File: src/rtl/uart_rx_fifo.sv
// UART 8N1 receiver with a first-word fall-through receive FIFO and sticky
// overrun / framing-error flags. The serial input is resynchronised with
// two flops before any sampling.
module uart_rx_fifo #(
  parameter int unsigned CLKS_PER_BIT = 868,
  parameter int unsigned FIFO_DEPTH   = 4
) (
  input  logic                          clk,
  input  logic                          rst,
  input  logic                          uart_s_in,
  input  logic                          rd_en,
  input  logic                          clr_err,
  output logic [7:0]                    rx_data,
  output logic                          rx_valid,
  output logic [$clog2(FIFO_DEPTH):0]   rx_count,
  output logic                          overrun,
  output logic                          frame_err
);

  localparam int unsigned PTR_W = $clog2(FIFO_DEPTH);

  localparam logic [15:0]      HALF_LOAD = 16'(CLKS_PER_BIT / 2 - 1);
  localparam logic [15:0]      FULL_LOAD = 16'(CLKS_PER_BIT - 1);
  localparam logic [15:0]      BAUD_ONE  = 16'd1;
  localparam logic [PTR_W-1:0] PTR_ONE   = PTR_W'(1);
  localparam logic [PTR_W:0]   CNT_ONE   = (PTR_W + 1)'(1);
  localparam logic [PTR_W:0]   CNT_FULL  = (PTR_W + 1)'(FIFO_DEPTH);

  typedef enum logic [2:0] {
    IDLE,
    START,
    DATA,
    STOP,
    WAIT_HIGH
  } state_t;

  state_t           state;
  logic             sync1;
  logic             sync2;
  logic [15:0]      baud_cnt;
  logic [2:0]       bit_idx;
  logic [7:0]       shift_reg;

  logic [7:0]       mem [FIFO_DEPTH];
  logic [PTR_W-1:0] wr_ptr;
  logic [PTR_W-1:0] rd_ptr;

  logic             push_req;
  logic             stop_bad;
  logic             fifo_full;
  logic             fifo_empty;
  logic             do_push;
  logic             do_pop;
  logic             ovr_evt;

  // Two-flop synchroniser on the asynchronous serial line, idles high
  always_ff @(posedge clk or negedge rst) begin
    if (!rst) begin
      sync1 <= 1'b1;
      sync2 <= 1'b1;
    end else begin
      sync1 <= uart_s_in;
      sync2 <= sync1;
    end
  end

  // Frame receiver: mid-bit sampling driven by a reloading baud down-counter
  always_ff @(posedge clk or negedge rst) begin
    if (!rst) begin
      state     <= IDLE;
      baud_cnt  <= '0;
      bit_idx   <= '0;
      shift_reg <= '0;
    end else begin
      case (state)
        IDLE: begin
          if (!sync2) begin
            state    <= START;
            bit_idx  <= '0;
            baud_cnt <= HALF_LOAD;
          end
        end
        START: begin
          if (baud_cnt == '0) begin
            if (!sync2) begin
              state    <= DATA;
              baud_cnt <= FULL_LOAD;
            end else begin
              state <= IDLE;
            end
          end else begin
            baud_cnt <= baud_cnt - BAUD_ONE;
          end
        end
        DATA: begin
          if (baud_cnt == '0) begin
            shift_reg[bit_idx] <= sync2;
            baud_cnt           <= FULL_LOAD;
            if (bit_idx == 3'd7) begin
              state <= STOP;
            end else begin
              bit_idx <= bit_idx + 3'd1;
            end
          end else begin
            baud_cnt <= baud_cnt - BAUD_ONE;
          end
        end
        STOP: begin
          if (baud_cnt == '0) begin
            state <= sync2 ? IDLE : WAIT_HIGH;
          end else begin
            baud_cnt <= baud_cnt - BAUD_ONE;
          end
        end
        WAIT_HIGH: begin
          if (sync2) begin
            state <= IDLE;
          end
        end
        default: state <= IDLE;
      endcase
    end
  end

  // Stop-bit outcome and FIFO push/pop arbitration
  always_comb begin
    push_req   = (state == STOP) && (baud_cnt == '0) && sync2;
    stop_bad   = (state == STOP) && (baud_cnt == '0) && !sync2;
    fifo_full  = (rx_count == CNT_FULL);
    fifo_empty = (rx_count == '0);
    do_pop     = rd_en && !fifo_empty;
    // A pop in the same cycle frees the slot, so a full FIFO still accepts
    do_push    = push_req && (!fifo_full || do_pop);
    ovr_evt    = push_req && fifo_full && !do_pop;
  end

  // FIFO storage, wrapping pointers and occupancy count
  always_ff @(posedge clk or negedge rst) begin
    if (!rst) begin
      mem      <= '{default: '0};
      wr_ptr   <= '0;
      rd_ptr   <= '0;
      rx_count <= '0;
    end else begin
      if (do_push) begin
        mem[wr_ptr] <= shift_reg;
        wr_ptr      <= wr_ptr + PTR_ONE;
      end
      if (do_pop) begin
        rd_ptr <= rd_ptr + PTR_ONE;
      end
      case ({do_push, do_pop})
        2'b10:   rx_count <= rx_count + CNT_ONE;
        2'b01:   rx_count <= rx_count - CNT_ONE;
        default: rx_count <= rx_count;
      endcase
    end
  end

  // Sticky error flags; a new error event takes priority over clr_err
  always_ff @(posedge clk or negedge rst) begin
    if (!rst) begin
      overrun   <= 1'b0;
      frame_err <= 1'b0;
    end else begin
      if (ovr_evt) begin
        overrun <= 1'b1;
      end else if (clr_err) begin
        overrun <= 1'b0;
      end
      if (stop_bad) begin
        frame_err <= 1'b1;
      end else if (clr_err) begin
        frame_err <= 1'b0;
      end
    end
  end

  // First-word fall-through head and non-empty flag
  always_comb begin
    rx_data  = mem[rd_ptr];
    rx_valid = (rx_count != '0);
  end

endmodule

File: config.mk
export PLATFORM = sky130hd
export DESIGN_NAME = uart_rx_fifo
export DESIGN_NICKNAME = d
export VERILOG_FILES = /design/src/rtl/uart_rx_fifo.sv
export SDC_FILE = /design/constraint.sdc
export NUM_CORES = 1
export LEC_CHECK = 0
export CAP_MARGIN = 25
export CORE_ASPECT_RATIO = 0.75
export CORE_MARGIN = 2
export CORE_UTILIZATION = 55
export CTS_BUF_LIST = sky130_fd_sc_hd__clkbuf_4 sky130_fd_sc_hd__clkbuf_8 sky130_fd_sc_hd__clkbuf_16
export DETAILED_ROUTE_END_ITERATION = 12
export PLACE_DENSITY = 0.75
export SLEW_MARGIN = 20
export SYNTH_ARGS = -nofsm -noshare
export SYNTH_HDL_FRONTEND = slang
export SYNTH_SLANG_ARGS = --single-unit
export TNS_END_PERCENT = 1
File: constraint.sdc
create_clock -name clk -period 3.8 [get_ports clk]
set_clock_uncertainty 0.15 [all_clocks]
set_input_delay 0.76 -clock clk [delete_from_list [all_inputs] [get_ports clk]]
set_output_delay 0.76 -clock clk [all_outputs]
set_load 0.005 [all_outputs]
==> results.cfg <==
[outcome]
outcome = completed

[setup_path]
crit_required_ns = 3.88
rr_endpoint = mem[21]
rrSetupSlack_ns = 0.60
path_cells = or4_1 -> or4_4 -> nor3b_4 -> nand2_4 -> mux2_1
endpoint_kind = flip-flop
path_class = flip-flop to flip-flop
cpPeakStageDelay_ns = 0.72
slowest_stage = or4_1
r2r_start = baud_cnt[10]
r2r_cells = 5
arrival_ns = 3.28
path_max_fanout = 11
critPathLaunchType = flip-flop

[detailed_routing]
num_vias = 2622
wire_per_inst_um = 17.4
antenna_left = 0
drc_errors = 0
viasPerCell = 6.11
firstDrtPassIters = 6
drt-total-wl_um = 7460
drtIter0Drc = 237

[placement]
dp_hpwl_um = 5190
gp_congestion = 0.952
post-place-ws_ns = 0.619
portBuffers = 18

[floorplan]
start_util_pct = 56.1
die_w_um = 99.5
core-area_um2 = 6700
num_rows = 26
dieArea_um2 = 7520
ioPinCount = 19
die_h_um = 75.6

[final_layout]
largest_reg_flops = 32
multi_input_area_um2 = 1830
fillCellCount = 537
drive_above_1_share_pct = 22.0
area_growth_pct = 11.1
final_util_pct = 62.3
antenna_cells = 0
nets = 354
seqCellArea_um2 = 1830

[timing]
layout_setup_ws_ns = 0.600
setup_tns_ns = 0
period_share_pct = 84.2
fmax_mhz = 312
grt_setup_unrepaired = false
finalSetupViolations = 0
holdWs_ns = 0.208
drv_slew = 0
hold_viol = 0
fin_crit_ns = 3.20
slew-limit-headroom_pct = 40.8
worst_pin_slew_ns = 0.888

[power_and_ir_drop]
pwr-share-seq_pct = 54.6
ir_worst_vdd_v = 0.000224
combPwrFrac_pct = 11.1
swShare_pct = 27.7
p_sw_mw = 0.444
clkPwrFrac_pct = 34.3
powerDensity_nw_per_um2 = 384
internal-power_mw = 1.16
power.total_mw = 1.60
p_leak_nw = 1.89

[logic_synthesis]
yosysTopAreaCell = dfrtp_1
synthArstFlopShare_pct = 100
synth_common_cells = 71 x dfrtp_1, 32 x mux2_2, 22 x nor2_1
yosysUniqueCellTypes = 59
yosysMostFrequentCell = dfrtp_1
synth_ff_type = dfrtp_1
yosys_warnings = 0
synth_top_area_share_pct = 47.3
ys_seq_area_share_pct = 48.7
synth-edff-count = 0
synth.area.top_cells = dfrtp_1 47%, mux2_2 9.6%, mux4_2 4.8%, ha_1 2.7%, nor2_1 2.2%
yosys_register_bits = 73
syn_avg_cell_area_um2 = 11.6
synth_cells = 323
syn-cell-area_um2 = 3760
syn-num-nets = 337

[global_route]
track_usage_pct = 21.1
grt_pass1_wl_um = 12400
grt-ovfl-total = 0
antenna_found_initial = 0
grt_max_degree = 74
grt_pass1_vias = 2380

[clocking]
cts_tree = done
cts-root-buf = clkbuf_8
cts_made_buffers = 9
post_cts_resized = 0
cts-hold-fix-buffers = 0
htree_levels = 3
clkLatencyLatePin_ns = 0.35
path_clk_slew_ns = 0.08
cts.path.max_buffers = 2
postCtsSetupRepairBufs = 0
cts_sinks = 73

[hold_path]
min_path_cells = 0
hold_path.class = flip-flop to flip-flop
min_from = sync1
hold_path_end = sync2

[run]
cap_viol_max_count = 0
-- kinds of logic (layout without fill, tap and decap cells) --
logic type | after synthesis | count (layout) | synth area share (%)
AND/OR/NAND/NOR | 103 | 103 | 16.0
flip-flops | 73 | 73 | 48.7
AO/OA/AOI/OAI | 54 | 54 | 9.48
multiplexers | 52 | 52 | 18.2
buffers and inverters | 24 | 46 | 2.63
adder cells (fa/ha/maj) | 10 | 10 | 3.46
XOR/XNOR | 7 | 7 | 1.63
-- layout make-up --
cell class | instances | share of cell area (%)
repair buffers | 21 | 4.79
multi-input cells | 226 | 43.9
inverters | 9 | 0.809
well taps | 84 | 2.52
clock inverters | 7 | 1.26
clock buffers | 9 | 2.97
flip-flops and latches | 73 | 43.8
-- metrics by stage --
step	cell area, um2	instances
floorplan	3760	323
global placement	4000	413
detailed placement	4000	413
CTS	4180	429
global route	4180	429
finish	4180	429
-- power by group through the flow --
stage               Combinational, mW  Clock [mW]  Sequential [mW]
global route                    0.199       0.599            0.886
CTS                             0.182       0.565            0.877
detailed placement              0.181           0            0.893
finish                          0.177       0.551            0.875
floorplan                       0.151           0            0.839
global placement                0.177           0            0.891
-- worst max-delay path by stage --
stage	from	end	slack, ns	depth (start not counted)
after floorplan	baud_cnt[3]	mem[24]	0.85	7
final	baud_cnt[10]	mem[21]	0.60	5
after CTS	baud_cnt[10]	mem[22]	0.60	5
after detailed placement	baud_cnt[10]	mem[21]	0.62	5
after global placement	baud_cnt[10]	mem[1]	0.72	5
after global routing	baud_cnt[10]	mem[1]	0.46	5
-- worst max-delay path, delay by kind of cell, from the launching register on --
kind / cells / cell delay [ns]
flip-flops: 1 / 0.44
AND/OR/NAND/NOR: 4 / 2.13
multiplexers: 1 / 0.36
-- cell usage in the layout, fill, tap and decap left out, types with 3 or more instances in the layout --
cell type and count:
a21oi_1 16, xnor2_1 4, a31oi_1 3, clkdlybuf4s50_1 17, mux4_2 8, or3_1 4
nor2_1 22, o41ai_1 3, nand2_4 4, buf_4 4, dfrtp_1 71, nand2_1 15
o21ai_0 8, nor2b_1 3, clkbuf_8 9, nor3_1 12, nand3_1 6, nor4_1 9
mux2i_1 3, xor2_1 3, o22ai_1 4, o31ai_1 3, nand4_1 3, ha_1 8
mux2_2 32, inv_1 9, inv_6 3, nand4b_1 3, or4_1 5, mux2_1 6
mux2_4 3, o21a_1 3
-- metal layers --
| layer | wire length [um] | track usage (%) | vias to the layer above |
|---|---|---|---|
| li1 | - | - | 1247 |
| met1 | 3880 | 32.7 | 1286 |
| met2 | 3150 | 29.8 | 79 |
| met3 | 371 | 5.60 | 10 |
| met4 | 53 | 4.87 | 0 |
| met5 | 0 | 0 | - |
Note: power is estimated with default switching activity, not from simulation.
